### config.mk
export PLATFORM = sky130hd
export DESIGN_NAME = mclk_gen
export DESIGN_NICKNAME = d
export VERILOG_FILES = /design/src/rtl/mclk_pkg.sv /design/src/rtl/mclk_gen_tmr.sv /design/src/rtl/mclk_gen.sv
export SDC_FILE = /design/constraint.sdc
export NUM_CORES = 1
export LEC_CHECK = 0
export CAP_MARGIN = 0
export CORE_AREA = 2 2 39 41
export CTS_CLUSTER_SIZE = 40
export DETAILED_ROUTE_END_ITERATION = 8
export DIE_AREA = 0 0 41 43
export HOLD_SLACK_MARGIN = 0.1
export PLACE_DENSITY = 0.72
export SETUP_SLACK_MARGIN = 0.1
export SYNTH_ARGS = -nofsm -noshare
export SYNTH_HDL_FRONTEND = slang
export SYNTH_SLANG_ARGS = --single-unit
### constraint.sdc
create_clock -name clk -period 3 [get_ports clk]
set_clock_uncertainty 0.1 [all_clocks]
set_input_delay 0.6 -clock clk [delete_from_list [all_inputs] [get_ports clk]]
set_output_delay 0.6 -clock clk [all_outputs]
set_load 0.02 [all_outputs]
### src/rtl/mclk_pkg.sv
// Shared types and limits for the machine clock pulse source (mclk_gen).
package mclk_pkg;

  typedef enum logic [1:0] {
    IDLE  = 2'd0,
    RUN   = 2'd1,
    STEP  = 2'd2,
    INHIB = 2'd3
  } mclk_state_t;

  localparam int MCLK_PERIOD_MIN = 2;

  function automatic logic st_busy(input mclk_state_t st);
    return (st != IDLE);
  endfunction

endpackage

### src/rtl/mclk_gen_tmr.sv
// Loadable period down-counter for mclk_gen; saturates at zero and reports it.
module mclk_tmr
  import mclk_pkg::*;
#(
  parameter int PERIOD = 20
) (
  input  logic clk,
  input  logic reset,
  input  logic clr,
  input  logic load,
  input  logic enable,
  output logic zero
);

  localparam int W = $clog2(PERIOD);
  localparam logic [W-1:0] ZERO_VAL = W'(0);
  localparam logic [W-1:0] ONE_VAL  = W'(1);
  localparam logic [W-1:0] LOAD_VAL = W'(PERIOD - 1);

  logic [W-1:0] cnt_r;

  // Period counter: clear wins over load; a zero count holds until reloaded.
  always_ff @(posedge clk or negedge reset) begin
    if (!reset) begin
      cnt_r <= ZERO_VAL;
    end else if (clr) begin
      cnt_r <= ZERO_VAL;
    end else if (load) begin
      cnt_r <= LOAD_VAL;
    end else if (enable && (cnt_r != ZERO_VAL)) begin
      cnt_r <= cnt_r - ONE_VAL;
    end else begin
      cnt_r <= cnt_r;
    end
  end

  assign zero = (cnt_r == ZERO_VAL);

endmodule

### src/rtl/mclk_gen.sv
// Machine clock pulse source: run/step/stop control with hold stretch.
// Optional pulse counter output pcnt when MCLK_PCNT_EN is defined.
module mclk_gen
  import mclk_pkg::*;
#(
  parameter int PERIOD = 20
) (
  input  logic        clk,
  input  logic        reset,
  input  logic        run,
  input  logic        step,
  input  logic        stop,
  input  logic        hold,
  output logic        p,
  output logic        running,
  output logic        busy
`ifdef MCLK_PCNT_EN
  ,
  output logic [15:0] pcnt
`endif
);

  if (PERIOD < MCLK_PERIOD_MIN) begin : g_bad_period
    $error("mclk_gen: PERIOD must be at least 2");
  end

  mclk_state_t state_r;
  mclk_state_t state_nxt_s;
  logic        fire_s;
  logic        clr_s;
  logic        zero_s;
  logic        enable_s;
  logic        stepped_r;
  logic        stepped_nxt_s;
  logic        p_r;
  logic        running_r;
  logic        busy_r;

  assign enable_s = !hold;

  mclk_tmr #(
    .PERIOD(PERIOD)
  ) u_tmr (
    .clk    (clk),
    .reset  (reset),
    .clr    (clr_s),
    .load   (fire_s),
    .enable (enable_s),
    .zero   (zero_s)
  );

  // Next state and tick decision; a zero count held off by hold stays pending.
  always_comb begin
    state_nxt_s = state_r;
    fire_s      = 1'b0;
    clr_s       = 1'b0;
    case (state_r)
      IDLE: begin
        clr_s = 1'b1;
        if (stop) begin
          state_nxt_s = run ? INHIB : IDLE;
        end else if (run) begin
          state_nxt_s = RUN;
        end else if (step) begin
          state_nxt_s = STEP;
        end else begin
          state_nxt_s = IDLE;
        end
      end
      RUN: begin
        if (stop) begin
          clr_s       = 1'b1;
          state_nxt_s = run ? INHIB : IDLE;
        end else if (!run) begin
          clr_s       = 1'b1;
          state_nxt_s = IDLE;
        end else if (zero_s && !hold) begin
          fire_s      = 1'b1;
          state_nxt_s = RUN;
        end else begin
          state_nxt_s = RUN;
        end
      end
      STEP: begin
        if (stop) begin
          clr_s       = 1'b1;
          state_nxt_s = IDLE;
        end else if (!stepped_r) begin
          if (zero_s && !hold) begin
            fire_s = 1'b1;
          end else begin
            fire_s = 1'b0;
          end
          state_nxt_s = STEP;
        end else if (zero_s) begin
          clr_s       = 1'b1;
          state_nxt_s = IDLE;
        end else begin
          state_nxt_s = STEP;
        end
      end
      INHIB: begin
        clr_s = 1'b1;
        if (!run) begin
          state_nxt_s = IDLE;
        end else begin
          state_nxt_s = INHIB;
        end
      end
      default: begin
        clr_s       = 1'b1;
        state_nxt_s = IDLE;
      end
    endcase
    stepped_nxt_s = (state_nxt_s == STEP) && (stepped_r || fire_s);
  end

  // State register and registered outputs, all updated on the same edge.
  always_ff @(posedge clk or negedge reset) begin
    if (!reset) begin
      state_r   <= IDLE;
      stepped_r <= 1'b0;
      p_r       <= 1'b0;
      running_r <= 1'b0;
      busy_r    <= 1'b0;
    end else begin
      state_r   <= state_nxt_s;
      stepped_r <= stepped_nxt_s;
      p_r       <= fire_s;
      running_r <= (state_nxt_s == RUN);
      busy_r    <= st_busy(state_nxt_s);
    end
  end

  assign p       = p_r;
  assign running = running_r;
  assign busy    = busy_r;

`ifdef MCLK_PCNT_EN
  logic [15:0] pcnt_r;

  // Pulse counter: counts in the cycle after each p and wraps naturally.
  always_ff @(posedge clk or negedge reset) begin
    if (!reset) begin
      pcnt_r <= 16'd0;
    end else if (p_r) begin
      pcnt_r <= pcnt_r + 16'd1;
    end else begin
      pcnt_r <= pcnt_r;
    end
  end

  assign pcnt = pcnt_r;
`endif

endmodule
==> results.sh <==
export IMPL_tightestPinTransition_ns=0.524
export IMPL_clk_latency_ns=0.27
export IMPL_hold_depth=2
export IMPL_port_buffers=8
export IMPL_peakVddDrop_mv=0.412
export IMPL_clk_pin_slew_worst_paths_ns=0.07
export IMPL_netlist_cell_type_count=25
export IMPL_clockRootBuffer="clkbuf_4"
export IMPL_syn_avg_cell_area_sq_um=10.7
export IMPL_fin_tns_setup_ns=0
export IMPL_relSlewSlack_pct=64.7
export IMPL_rsz0062_at_grt="false"
export IMPL_power_density_nw_per_um2=713
export IMPL_gp_congestion=0.744
export IMPL_post_cts_buffers=0
export IMPL_final_cell_mix="dfrtp_1, clkdlybuf4s50_1, inv_1, ha_1, nor2_1"
export IMPL_cts_tree="yes"
export IMPL_hp_class="reg -> reg"
export IMPL_cp_start_kind="flop"
export IMPL_stdcell_count=88
export IMPL_placed_cells=84
export IMPL_synth_seq_cells=11
export IMPL_hold_violations=0
export IMPL_reg2regPathDepth=6
export IMPL_drt_iter0_markers=1
export IMPL_fmax_ghz=0.514
export IMPL_min_period_over_period_pct=64.8
export IMPL_grt_pass1_wl_mm=1.96
export IMPL_ioPinCount=9
export IMPL_dp_hpwl_um=892
export IMPL_crit_required_ns=3.05
export IMPL_core_area_sq_um=1380
export IMPL_die_h_um=43
export IMPL_grt_max_degree=12
export IMPL_cts_buffer_depth=2
export IMPL_area_delta_synth_final_pct=19.7
export IMPL_min_to="u_tmr.cnt_r[1]"
export IMPL_synthCells=60
export IMPL_leakage_nw=0.366
export IMPL_synth_seq_area_share_pct=43.0
export IMPL_end_kind="flop"
export IMPL_grt_antenna_before_repair=0
export IMPL_cp_arrival_ns=2.00
export IMPL_start_util_pct=46.3
export IMPL_postCtsResizedCells=0
export IMPL_wl_per_cell_um=12.4
export IMPL_cts_buffers=3
export IMPL_dr_pass1_iters=2
export IMPL_vias_per_cell=5.15
export IMPL_yosys_warnings=0
export IMPL_grt_overflow=0
export IMPL_slew_violations=0
export IMPL_outcome="completed"
export IMPL_drc=0
export IMPL_first_global_vias=458
export IMPL_grt_use_total_pct=17.6
export IMPL_cap_violations=0
export IMPL_clock_sinks=11
export IMPL_setup_violations=0
export IMPL_diodes=0
export IMPL_reg2reg_slack_ns=1.06
export IMPL_via_count=453
export IMPL_worstPathMaxFanout=9
export IMPL_final_common_cell="dfrtp_1"
export IMPL_drive_gt1_share_pct=11.1
export IMPL_rr_startpoint="u_tmr.cnt_r[0]"
export IMPL_fin_ws_ns=1.06
export IMPL_routed_wl_mm=1.09
export IMPL_syn_nets=72
export IMPL_rows=14
export IMPL_worstHoldStart="u_tmr.cnt_r[1]"
export IMPL_power_mw=0.546
export IMPL_die_area_sq_um=1760
export IMPL_htreeDepth=1
export IMPL_cts_hold_buf=0
export IMPL_die_width_um=41
export IMPL_path_class="reg -> reg"
export IMPL_antenna_left=0
export IMPL_synth_area_sq_um=641
export IMPL_finalCriticalPeriod_ns=1.94
export IMPL_r2r_end="busy"
export IMPL_place_ws_ns=0.817
export IMPL_final_net_count=85
report_power, final:
group	total [mW]	switching, mW	internal, mW	leakage, nW
sequential	0.198	0.0186	0.180	0.147
combinational	0.250	0.127	0.123	0.204
clock	0.0978	0.0463	0.0515	0.0150
total	0.546	0.192	0.354	0.366
synthesized netlist by cell type:
master	count	share of area (%)
o31ai_1	1	1.2
a21oi_1	2	1.6
nor3b_1	2	2.3
o21ai_0	3	2.3
a31oi_1	1	0.98
nor2b_1	1	0.98
inv_1	7	4.1
ha_1	6	12
and2_1	1	0.98
nor2_1	5	2.9
or3_2	1	1.2
nand2b_1	4	3.9
xnor2_1	4	5.5
or3_1	1	0.98
nor4b_4	1	3.7
o221a_4	1	3.1
a21boi_2	1	1.8
a311o_2	1	1.8
o211ai_1	1	1.2
dfrtp_1	11	43
o211a_1	1	1.6
or2_1	1	0.98
nor3_1	1	0.78
nand2_1	1	0.59
nor4_1	1	0.98
critical path: stages (launching register included):
cell	delay (ns)
dfrtp_1	0.41
inv_1	0.09
ha_1	0.16
nor4b_4	0.43
a21boi_2	0.12
o221a_4	0.32
or2_1	0.20
worst max path at each step:
stage / startpoint / endpoint / slack [ns] / cells after the start
after detailed placement: run / stepped_r / 0.82 / 5
final: u_tmr.cnt_r[0] / busy / 1.06 / 6
after global placement: run / stepped_r / 0.84 / 5
after global routing: u_tmr.cnt_r[0] / busy / 0.90 / 6
after floorplan: u_tmr.cnt_r[0] / busy / 1.25 / 6
after CTS: u_tmr.cnt_r[0] / busy / 1.03 / 6
stage by stage:
step	utilization, %	hold WS, ns	area (sq um)
after floorplan	-	0.204	641
after global placement	53.5	0.471	741
after detailed placement	53.5	0.465	741
after CTS	55.4	0.477	767
after global routing	55.4	0.504	767
final	55.4	0.474	767
sequential cells by signal (all words and copies together) (netlist names):
register     cells
busy             1
p                1
running          1
stepped_r        1
u_tmr.cnt_r      5
state_r          2
logic make-up after synthesis:
| family | count (synthesis) | synth area share (%) |
|---|---|---|
| compound gates | 12 | 15.4 |
| xor+xnor | 4 | 5.47 |
| fa+ha+maj | 6 | 11.7 |
| buf+inv | 7 | 4.10 |
| flops | 11 | 43.0 |
| simple gates | 20 | 20.3 |
final cells by class:
type | count | area, sq um
clock buffers | 4 | 26.3
fillers | 133 | 617
inverters | 7 | 26.3
multi-input cells | 42 | 339
flip-flops and latches | 11 | 275
well taps | 16 | 20.0
repair buffers | 8 | 80.1
routing by layer:
metal  track usage (%)  up-vias  wire [um]
li1                  -      229          -
met1              19.0      213        437
met2              26.3        7        560
met3              9.42        4         62
met4              10.0        0         27
met5                 0        -          0
Power figures use the tool's default switching activity.
